==> src/rtl/draw_text_windows_if.sv <==
// VGA stream bundle: timing counters, sync/blank flags and 12-bit colour.
interface vga_if;
   logic [10:0] hcount;
   logic [10:0] vcount;
   logic        hsync;
   logic        vsync;
   logic        hblnk;
   logic        vblnk;
   logic [11:0] rgb;

   modport in  (input  hcount, vcount, hsync, vsync, hblnk, vblnk, rgb);
   modport out (output hcount, vcount, hsync, vsync, hblnk, vblnk, rgb);
endinterface

==> src/rtl/draw_text_windows.sv <==
// Multi-window character overlay: menu with cursor navigation plus text pages,
// window switches applied at frame start, three-clock render pipeline.
module draw_text_windows #(
   parameter int                        NUM_WIN   = 4,
   parameter int                        IDX_W     = 3,
   parameter int                        COL_W     = 6,
   parameter int                        ROW_W     = 3,
   parameter logic [NUM_WIN*11-1:0]     WIN_X     = {11'd100, 11'd0, 11'd64, 11'd200},
   parameter logic [NUM_WIN*11-1:0]     WIN_Y     = {11'd300, 11'd0, 11'd64, 11'd100},
   parameter logic [NUM_WIN*8-1:0]      WIN_COLS  = {8'd20, 8'd40, 8'd32, 8'd16},
   parameter logic [NUM_WIN*8-1:0]      WIN_ROWS  = {8'd6, 8'd4, 8'd8, 8'd4},
   parameter logic [NUM_WIN*2-1:0]      WIN_SCALE = {2'd2, 2'd1, 2'd0, 2'd1},
   parameter logic [11:0]               FG_COLOR  = 12'hFFF,
   parameter logic [11:0]               BG_COLOR  = 12'h000,
   parameter logic [3:0]                KEY_UP    = 4'h1,
   parameter logic [3:0]                KEY_DOWN  = 4'h2,
   parameter logic [3:0]                KEY_ENTER = 4'h3,
   parameter logic [3:0]                KEY_ESC   = 4'h4
) (
   input  logic                     clk,
   input  logic                     rst_n,
   input  logic [3:0]               key,
   vga_if.in                        in,
   vga_if.out                       out,
   input  logic [7:0]               char_line_pixels,
   output logic [ROW_W+COL_W-1:0]   char_xy,
   output logic [3:0]               char_line,
   output logic [IDX_W-1:0]         win_sel,
   output logic [IDX_W-1:0]         menu_cursor
);

   typedef enum logic {MENU, PAGE} state_t;

   typedef struct packed {
      logic [10:0] hcount;
      logic [10:0] vcount;
      logic        hsync;
      logic        vsync;
      logic        hblnk;
      logic        vblnk;
      logic [11:0] rgb;
   } vga_t;

   localparam logic [IDX_W-1:0] FIRST = IDX_W'(1);
   localparam logic [IDX_W-1:0] LAST  = IDX_W'(NUM_WIN - 1);

   state_t             state_q;
   logic [3:0]         key_prev_q;
   logic [IDX_W-1:0]   cursor_q;
   logic [IDX_W-1:0]   pending_q;
   logic [IDX_W-1:0]   win_sel_q;
   logic               key_evt;
   logic               frame_start;

   assign key_evt     = (key != 4'h0) && (key != key_prev_q);
   assign frame_start = (in.hcount == 11'd0) && (in.vcount == 11'd0);

   always_ff @(posedge clk or negedge rst_n) begin
      if (!rst_n) begin
         state_q    <= MENU;
         key_prev_q <= 4'h0;
         cursor_q   <= FIRST;
         pending_q  <= '0;
         win_sel_q  <= '0;
      end else begin
         key_prev_q <= key;
         // pending is sampled before this cycle's key event lands
         if (frame_start) win_sel_q <= pending_q;
         if (key_evt) begin
            case (state_q)
               MENU: begin
                  if (key == KEY_UP)
                     cursor_q <= (cursor_q == FIRST) ? LAST : cursor_q - FIRST;
                  else if (key == KEY_DOWN)
                     cursor_q <= (cursor_q == LAST) ? FIRST : cursor_q + FIRST;
                  else if (key == KEY_ENTER) begin
                     pending_q <= cursor_q;
                     state_q   <= PAGE;
                  end
               end
               PAGE: begin
                  if (key == KEY_ESC) begin
                     pending_q <= '0;
                     state_q   <= MENU;
                  end
               end
               default: state_q <= MENU;
            endcase
         end
      end
   end

   assign win_sel     = win_sel_q;
   assign menu_cursor = cursor_q;

   logic [10:0]       wx, wy, dx, dy;
   logic [7:0]        wcols, wrows;
   logic [1:0]        ws;
   logic [15:0]       x_end, y_end;
   logic              in_win;
   logic [COL_W-1:0]  col_c;
   logic [ROW_W-1:0]  row_c;
   logic [3:0]        line_c;
   logic [2:0]        bit_c;
   logic              hl_c;
   int                widx;

   always_comb begin
      widx   = int'(win_sel_q);
      wx     = WIN_X[widx*11 +: 11];
      wy     = WIN_Y[widx*11 +: 11];
      wcols  = WIN_COLS[widx*8 +: 8];
      wrows  = WIN_ROWS[widx*8 +: 8];
      ws     = WIN_SCALE[widx*2 +: 2];
      dx     = in.hcount - wx;
      dy     = in.vcount - wy;
      x_end  = 16'(wx) + (16'(wcols) << (int'(ws) + 3));
      y_end  = 16'(wy) + (16'(wrows) << (int'(ws) + 4));
      in_win = (in.hcount >= wx) && (16'(in.hcount) < x_end) &&
               (in.vcount >= wy) && (16'(in.vcount) < y_end);
      col_c  = COL_W'(dx >> (int'(ws) + 3));
      row_c  = ROW_W'(dy >> (int'(ws) + 4));
      line_c = 4'(dy >> ws);
      bit_c  = ~3'(dx >> ws);
      hl_c   = (win_sel_q == '0) && (int'(row_c) == int'(cursor_q) - 1);
   end

   logic [ROW_W+COL_W-1:0] char_xy_q;
   logic [3:0]             char_line_q;
   logic                   in_win_p1_q, in_win_p2_q;
   logic [2:0]             bit_p1_q, bit_p2_q;
   logic                   hl_p1_q, hl_p2_q;
   vga_t                   vga_p1_q, vga_p2_q;
   logic                   px;
   logic [11:0]            glyph_rgb;

   always_comb begin
      px        = char_line_pixels[bit_p2_q];
      glyph_rgb = (px ^ hl_p2_q) ? FG_COLOR : BG_COLOR;
   end

   always_ff @(posedge clk or negedge rst_n) begin
      if (!rst_n) begin
         char_xy_q   <= '0;
         char_line_q <= '0;
         in_win_p1_q <= 1'b0;
         bit_p1_q    <= '0;
         hl_p1_q     <= 1'b0;
         vga_p1_q    <= '0;
         in_win_p2_q <= 1'b0;
         bit_p2_q    <= '0;
         hl_p2_q     <= 1'b0;
         vga_p2_q    <= '0;
         out.hcount  <= '0;
         out.vcount  <= '0;
         out.hsync   <= 1'b0;
         out.vsync   <= 1'b0;
         out.hblnk   <= 1'b0;
         out.vblnk   <= 1'b0;
         out.rgb     <= '0;
      end else begin
         // stage 1: window geometry and ROM address
         char_xy_q   <= in_win ? {row_c, col_c} : '0;
         char_line_q <= in_win ? line_c : '0;
         in_win_p1_q <= in_win;
         bit_p1_q    <= bit_c;
         hl_p1_q     <= hl_c;
         vga_p1_q    <= {in.hcount, in.vcount, in.hsync, in.vsync, in.hblnk, in.vblnk, in.rgb};
         // stage 2: wait for ROM glyph row
         in_win_p2_q <= in_win_p1_q;
         bit_p2_q    <= bit_p1_q;
         hl_p2_q     <= hl_p1_q;
         vga_p2_q    <= vga_p1_q;
         // stage 3: pixel colour
         out.hcount  <= vga_p2_q.hcount;
         out.vcount  <= vga_p2_q.vcount;
         out.hsync   <= vga_p2_q.hsync;
         out.vsync   <= vga_p2_q.vsync;
         out.hblnk   <= vga_p2_q.hblnk;
         out.vblnk   <= vga_p2_q.vblnk;
         out.rgb     <= in_win_p2_q ? glyph_rgb : vga_p2_q.rgb;
      end
   end

   assign char_xy   = char_xy_q;
   assign char_line = char_line_q;

endmodule

==> src/flat_wrapper.sv <==
// flat-port wrapper written by rule: the top's interface ports become plain ports
module draw_text_windows_flat 
#(
   parameter int                        NUM_WIN   = 4,
   parameter int                        IDX_W     = 3,
   parameter int                        COL_W     = 6,
   parameter int                        ROW_W     = 3,
   parameter logic [NUM_WIN*11-1:0]     WIN_X     = {11'd100, 11'd0, 11'd64, 11'd200},
   parameter logic [NUM_WIN*11-1:0]     WIN_Y     = {11'd300, 11'd0, 11'd64, 11'd100},
   parameter logic [NUM_WIN*8-1:0]      WIN_COLS  = {8'd20, 8'd40, 8'd32, 8'd16},
   parameter logic [NUM_WIN*8-1:0]      WIN_ROWS  = {8'd6, 8'd4, 8'd8, 8'd4},
   parameter logic [NUM_WIN*2-1:0]      WIN_SCALE = {2'd2, 2'd1, 2'd0, 2'd1},
   parameter logic [11:0]               FG_COLOR  = 12'hFFF,
   parameter logic [11:0]               BG_COLOR  = 12'h000,
   parameter logic [3:0]                KEY_UP    = 4'h1,
   parameter logic [3:0]                KEY_DOWN  = 4'h2,
   parameter logic [3:0]                KEY_ENTER = 4'h3,
   parameter logic [3:0]                KEY_ESC   = 4'h4
)
  (clk, rst_n, key, char_line_pixels, char_xy, char_line, win_sel, menu_cursor, in_hcount, in_vcount, in_hsync, in_vsync, in_hblnk, in_vblnk, in_rgb, out_hcount, out_vcount, out_hsync, out_vsync, out_hblnk, out_vblnk, out_rgb);
  vga_if in_i ();
  vga_if out_i ();
  input  logic clk;
  input  logic rst_n;
  input  logic [3:0] key;
  input  logic [7:0] char_line_pixels;
  output logic [ROW_W+COL_W-1:0] char_xy;
  output logic [3:0] char_line;
  output logic [IDX_W-1:0] win_sel;
  output logic [IDX_W-1:0] menu_cursor;
  input wire logic [$bits(in_i.hcount)-1:0] in_hcount;
  input wire logic [$bits(in_i.vcount)-1:0] in_vcount;
  input wire logic [$bits(in_i.hsync)-1:0] in_hsync;
  input wire logic [$bits(in_i.vsync)-1:0] in_vsync;
  input wire logic [$bits(in_i.hblnk)-1:0] in_hblnk;
  input wire logic [$bits(in_i.vblnk)-1:0] in_vblnk;
  input wire logic [$bits(in_i.rgb)-1:0] in_rgb;
  output wire logic [$bits(out_i.hcount)-1:0] out_hcount;
  output wire logic [$bits(out_i.vcount)-1:0] out_vcount;
  output wire logic [$bits(out_i.hsync)-1:0] out_hsync;
  output wire logic [$bits(out_i.vsync)-1:0] out_vsync;
  output wire logic [$bits(out_i.hblnk)-1:0] out_hblnk;
  output wire logic [$bits(out_i.vblnk)-1:0] out_vblnk;
  output wire logic [$bits(out_i.rgb)-1:0] out_rgb;
  assign in_i.hcount = in_hcount;
  assign in_i.vcount = in_vcount;
  assign in_i.hsync = in_hsync;
  assign in_i.vsync = in_vsync;
  assign in_i.hblnk = in_hblnk;
  assign in_i.vblnk = in_vblnk;
  assign in_i.rgb = in_rgb;
  assign out_hcount = out_i.hcount;
  assign out_vcount = out_i.vcount;
  assign out_hsync = out_i.hsync;
  assign out_vsync = out_i.vsync;
  assign out_hblnk = out_i.hblnk;
  assign out_vblnk = out_i.vblnk;
  assign out_rgb = out_i.rgb;
  draw_text_windows #(.NUM_WIN(NUM_WIN), .IDX_W(IDX_W), .COL_W(COL_W), .ROW_W(ROW_W), .WIN_X(WIN_X), .WIN_Y(WIN_Y), .WIN_COLS(WIN_COLS), .WIN_ROWS(WIN_ROWS), .WIN_SCALE(WIN_SCALE), .FG_COLOR(FG_COLOR), .BG_COLOR(BG_COLOR), .KEY_UP(KEY_UP), .KEY_DOWN(KEY_DOWN), .KEY_ENTER(KEY_ENTER), .KEY_ESC(KEY_ESC)) u_core (.clk(clk), .rst_n(rst_n), .key(key), .in(in_i), .out(out_i), .char_line_pixels(char_line_pixels), .char_xy(char_xy), .char_line(char_line), .win_sel(win_sel), .menu_cursor(menu_cursor));
endmodule
==> config.mk <==
export PLATFORM = sky130hd
export DESIGN_NAME = draw_text_windows_flat
export DESIGN_NICKNAME = d
export VERILOG_FILES = /design/src/rtl/draw_text_windows_if.sv /design/src/rtl/draw_text_windows.sv /design/src/flat_wrapper.sv
export SDC_FILE = /design/constraint.sdc
export NUM_CORES = 1
export LEC_CHECK = 0
export BUFFER_PORTS_ARGS = -buffer_cell sky130_fd_sc_hd__clkbuf_2
export CAP_MARGIN = 20
export CORE_ASPECT_RATIO = 1.5
export CORE_UTILIZATION = 56
export CTS_CLUSTER_SIZE = 28
export DETAILED_ROUTE_END_ITERATION = 6
export GPL_ROUTABILITY_DRIVEN = 0
export PLACE_DENSITY = 0.79
export SLEW_MARGIN = 30
export SYNTH_ARGS = -nofsm -noshare
export SYNTH_HDL_FRONTEND = slang
export SYNTH_SLANG_ARGS = --single-unit
==> constraint.sdc <==
create_clock -name clk -period 5.95 [get_ports clk]
set_clock_uncertainty 0.15 [all_clocks]
set_input_delay 1.19 -clock clk [delete_from_list [all_inputs] [get_ports clk]]
set_output_delay 1.19 -clock clk [all_outputs]
set_load 0.005 [all_outputs]
* Word-level counts from Yosys, hierarchy flattened
Cells that the tools add are included.
Operators by class: $add $sub $neg 9, multiply operators 1, div/mod/pow operators 0, $lt $le $gt $ge 5, eq/ne operators 12, shifts and indexed selects 11, multiplexer cells 20, bitwise operators 3, reduce and logical (&&, ||, !) cells 13
Operators by type and width (number):
- $shiftx 44x32->11 const A | 2
- $shiftx 32x7->8 const A | 2
- $shl 8x32->16 | 2
- $add 11x16->16 | 2
- $eq 4x32->1 | 1
- $lt 11x16->1 | 2
- $shr 11x32->3 | 1
- $shr 11x32->6 | 1
- $mux 12 | 2
- $mux 3 | 8
- $ge 11x11->1 | 2
- $logic_not 11->1 | 2
- $sub 11x11->11 | 2
- $shr 11x2->3 | 1
- $shr 11x2->4 | 1
- $mux 9 | 1
- $eq 4x2->1 const B | 2
- $shiftx 8x5->2 const A | 1
- $mul 3x4->7 const B | 1
- $logic_and 1x1->1 | 6
- $ne 2x2->1 const B | 3
- $pmux 3 s2 | 1
- $mux 1 | 5
- $reduce_and 5->1 | 1
- other kinds (22) | 22
Word-level totals: register bits 151, bits in latches 0, memory bits (writable) 0, bits in read-only memories 0, output and inout port bits 57, word-level logic and storage cells 108, memories 0

* Logic depth before layout (Yosys ltp)
depth after elaboration 9, depth in mapped cells 23

* Worst setup path after synthesis
OpenSTA, ideal clock, no wires.
kind register to register, start point reg u_core.win_sel_q[1], in the netlist u_core.win_sel[1], end point reg u_core.char_xy_q[4], in the netlist u_core.char_xy[4], setup time 0.136 ns, arrival time 4.697 ns, setup slack 0.968 ns, cell stages (with the launch flop) 22, path buffers 4, cell sequence dfrtp_1 -> inv_1 -> ha_1 -> o21ba_2 -> inv_2 -> clkbuf_1 -> buf_1 -> ha_1 -> clkbuf_1 -> nand4b_1 -> fa_1 -> or3_1 -> a21oi_1 -> xnor2_1 -> ha_1 -> a21o_1 -> a21oi_1 -> and2_0 -> a221o_1 -> nand3_1 -> clkbuf_1 -> nor3_1
Between the ends: longest elaborated chain between the ends 9, elaborated cells on any way between the ends 22, classes of those cells 5 x add/sub; 1 x mul; 4 x order compare; 8 x shift; 1 x mux; 3 x reduce/logical
Ends and longest elaborated chain:
- start: declaration | RTL line draw_text_windows.sv:51 | logic [IDX_W-1:0] win_sel_q;
- start signal: assignment | RTL line draw_text_windows.sv:68 | if (frame_start) win_sel_q <= pending_q;
- parallel branches: the longest is 8 deep, another holds $add 11x16->16
- $mux 9 (*) | RTL line draw_text_windows.sv:163 | char_xy_q <= in_win ? {row_c, col_c} : '0;
- end signal: assignment | RTL line draw_text_windows.sv:163
- end: declaration | RTL line draw_text_windows.sv:128 | logic [ROW_W+COL_W-1:0] char_xy_q;
Every way passes the cells marked *. A chain may end at the register's enable or synchronous reset.

* Worst setup path after layout
start point reg u_core.win_sel_q[1], in the netlist u_core.win_sel[1], end point reg u_core.char_line_q[2], in the netlist u_core.char_line[2]
Between the ends: longest elaborated chain between the ends 9, elaborated cells on any way between the ends 22, classes of those cells 5 x add/sub; 1 x mul; 4 x order compare; 8 x shift; 1 x mux; 3 x reduce/logical
Ends and longest elaborated chain:
- parallel branches: the longest is 8 deep, another holds $add 11x16->16
- $mux 4 (*) | RTL line draw_text_windows.sv:164 | char_line_q <= in_win ? line_c : '0;
- end signal: assignment | RTL line draw_text_windows.sv:164
- end: declaration | RTL line draw_text_windows.sv:129 | logic [3:0] char_line_q;
Marks and branches as above.

==> results.ini <==
[clock_network]
cts-hold-fix-buffers=0
cts_tree=done
clockBufferDepth=2
clockRootBuffer=clkbuf_16
clock-sinks=151
cts_made_buffers=17
clk_pin_slew_worst_paths_ns=0.07
cts_resized=0
post_cts_buffers=0
htreeDepth=4
clk_latency_ns=0.42

[synthesis]
synth_compound_area_frac=0.154
synth_top_cell_area_share=0.569
yosys.area_share.xor_xnor=0.0159
synthTopCellsByCount=dfrtp_1, nor2_1, o21ai_0, ha_1, nand2_1
syn_inst=583
yosys.area.top_type=dfrtp_1
syn-num-nets=675
synth_edf_count=0
ys_types=76
synth_mux_area_frac=0.0195
synth_top_family_by_area=compound AO/OA/AOI/OAI gates
synthTopCellsByArea=dfrtp_1, ha_1, o21ai_0
synth_area_mm2=0.00659
synth_most_common_cell=dfrtp_1
synth_simple_gate_area_share=0.125
syn_area_per_cell_um2=11.3
ys_async_sr_fraction=1.00
ys_seq_elements=151
synth-seq-area-share=0.573
yosysWarnings=0
dominantRegCellSynth=dfrtp_1
synth_adder_area_share=0.0771

[placed_design]
hpwlAfterDp_um=10500
portBuffers=108

[global_routing]
grt_pass1_wl_um=24200
antenna_found_initial=0
groute.usage.overall=0.259
grt_max_degree=101
grt_overflow=0
first_global_vias=4990

[timing]
setup_tns_ns=0
max_freq_ghz=0.190
maxSlewHeadroom=0.350
worstMarginPinSlew_ns=0.961
hold_viol_final=0
period_needed_ns=5.26
setup_viol=0
drv_slew=0
rsz0062_at_grt=false
fin_crit_sh=0.883

[route]
vias=5030
wl_per_cell_um=17.8
viasPerCell=5.89
drt-total-wl_um=15200
post-route-drc-count=0
drt_iter0_drc=441
dr.pass1.iters=7
ant_nets=0

[floorplanning]
rows=48
fp.dieW_um=90.6
coreArea_mm2=0.0115
dieArea_mm2=0.0122
die_height_um=135
ioPinCount=109
initial_core_util=0.575

[pwr]
p_total_w=0.00247
vdd_drop_max_mv=0.191
p_leak_nw=3.71
power.density_mw_per_mm2=314

[setup_path]
path_max_fanout=23
r2r_slack_ns=0.69
crit_buf_inv=2
cp_slowest_cell=o21ba_2
critical_path_class=reg2reg
startpoint_type=register
path_cells=inv_1 -> ha_1 -> o21ba_2 -> inv_2 -> ha_1 -> nand4b_1 -> fa_1 -> or3_1 -> a21oi_1 -> xnor2_1 -> ha_1 -> a21o_1 -> a21oi_1 -> and2_0 -> a221o_1 -> nand3_1 -> a211oi_1
required_ns=6.10
cp_data_arrival_time_ns=5.40
slowest_delay_ns=0.50
cp_common_cell=ha_1
crit_path_end_kind=register
cp_top_family=compound AO/OA/AOI/OAI gates

[layout]
layout-drive-gt1-share=0.230
diodes=0
postLayoutCoreUtil=0.686
n_fill_cell=844
final_nets=783
synthToLayoutAreaGrowth_pct=19.3

[job]
maxCapViolations=0

[hold_path]
hold_class=reg2reg

[run_status]
outcome=finished, final reports clean

## cells in the final DEF (no fill, tap or decap), types with 3 or more instances in the layout
master       n
nor4b_1      3
nand4b_1     3
nor4_1       7
buf_4        4
a21oi_1     29
inv_1       34
or4_1        3
ha_1        39
inv_6        5
or3_1        5
a41oi_1      3
a31oi_1      7
clkbuf_2   107
dfrtp_1    150
o22ai_1      3
clkbuf_16   17
o211ai_1     7
nor2_1      45
mux2_2       3
xnor2_1      5
a21o_1       3
a211oi_1    12
nand2_1     39
a22o_1       6
and3_1       3
nor2b_1      3
o21ai_0     42
nor3_1      13
nand3_1      9
o21a_1       6
and2_1       4
xor2_1       7
mux2i_1      5
nand2b_1     9
## final cells by class
type,instances,area (um^2),area share
inverter,35,131,0.0167
multi-input combinational,374,2590,0.330
tap,150,188,0.0239
sequential,151,3780,0.481
clock buffer,18,429,0.0546
timing repair buffer,112,577,0.0733
clock inverter,14,166,0.0212
## state kept, by name, summed over array words and instances (netlist names), 3 cells and up
name                flops
u_core.char_xy          9
u_core.vga_p1_q        38
u_core.win_sel          3
u_core.out.rgb         12
u_core.char_line        4
u_core.menu_cursor      3
u_core.key_prev_q       4
u_core.pending_q        3
u_core.out.vcount      11
u_core.bit_p2_q         3
u_core.vga_p2_q        38
u_core.out.hcount      11
u_core.bit_p1_q         3
## final timing paths
path,start,to,depth (start not counted)
worst max-delay path,u_core.win_sel[1]$_DFFE_PN0P_,u_core.char_line[2]$_DFF_PN0_,17
worst min-delay path,u_core.vga_p1_q[26]$_DFF_PN0_,u_core.vga_p2_q[26]$_DFF_PN0_,0
worst max register to register,u_core.win_sel[1]$_DFFE_PN0P_,u_core.char_line[2]$_DFF_PN0_,17
worst min register to register,u_core.vga_p1_q[26]$_DFF_PN0_,u_core.vga_p2_q[26]$_DFF_PN0_,0
max in group asynchronous,rst_n,u_core.win_sel[0]$_DFFE_PN0P_,2
min in group asynchronous,rst_n,u_core.vga_p1_q[15]$_DFF_PN0_,1
## routing by layer
metal | vias to the layer above | part of all wire | GRT usage
li1 | 2307 | - | -
met1 | 2440 | 0.37 | 0.282
met2 | 227 | 0.53 | 0.464
met3 | 56 | 0.051 | 0.0450
met4 | 0 | 0.048 | 0.166
met5 | - | 0 | 0
## cell families after synthesis
family	count (synthesis)
XOR/XNOR	12
multiplexers	10
AO/OA/AOI/OAI	150
AND/OR/NAND/NOR	162
buffers and inverters	58
flip-flops	151
adder cells (fa/ha/maj)	40
## where the power goes
part           internal, W  switching, W  total (W)  leakage (nW)
Combinational     0.000112      0.000153   0.000265          1.62
Sequential         0.00110     0.0000406    0.00114          1.80
Clock             0.000630      0.000438    0.00107         0.291
## metrics by stage
step / setup slack [ns] / hold WS [ns] / area, um^2 / instances
2_1_floorplan: 0.968 / 0.181 / 6590 / 583
3_3_place_gp: 1.02 / 0.181 / 7260 / 822
3_5_place_dp: 0.710 / 0.185 / 7270 / 822
4_1_cts: 0.707 / 0.195 / 7860 / 854
5_1_grt: 0.351 / 0.195 / 7860 / 854
6_report: 0.694 / 0.191 / 7860 / 854
Note: power is estimated with default switching activity, not from simulation.
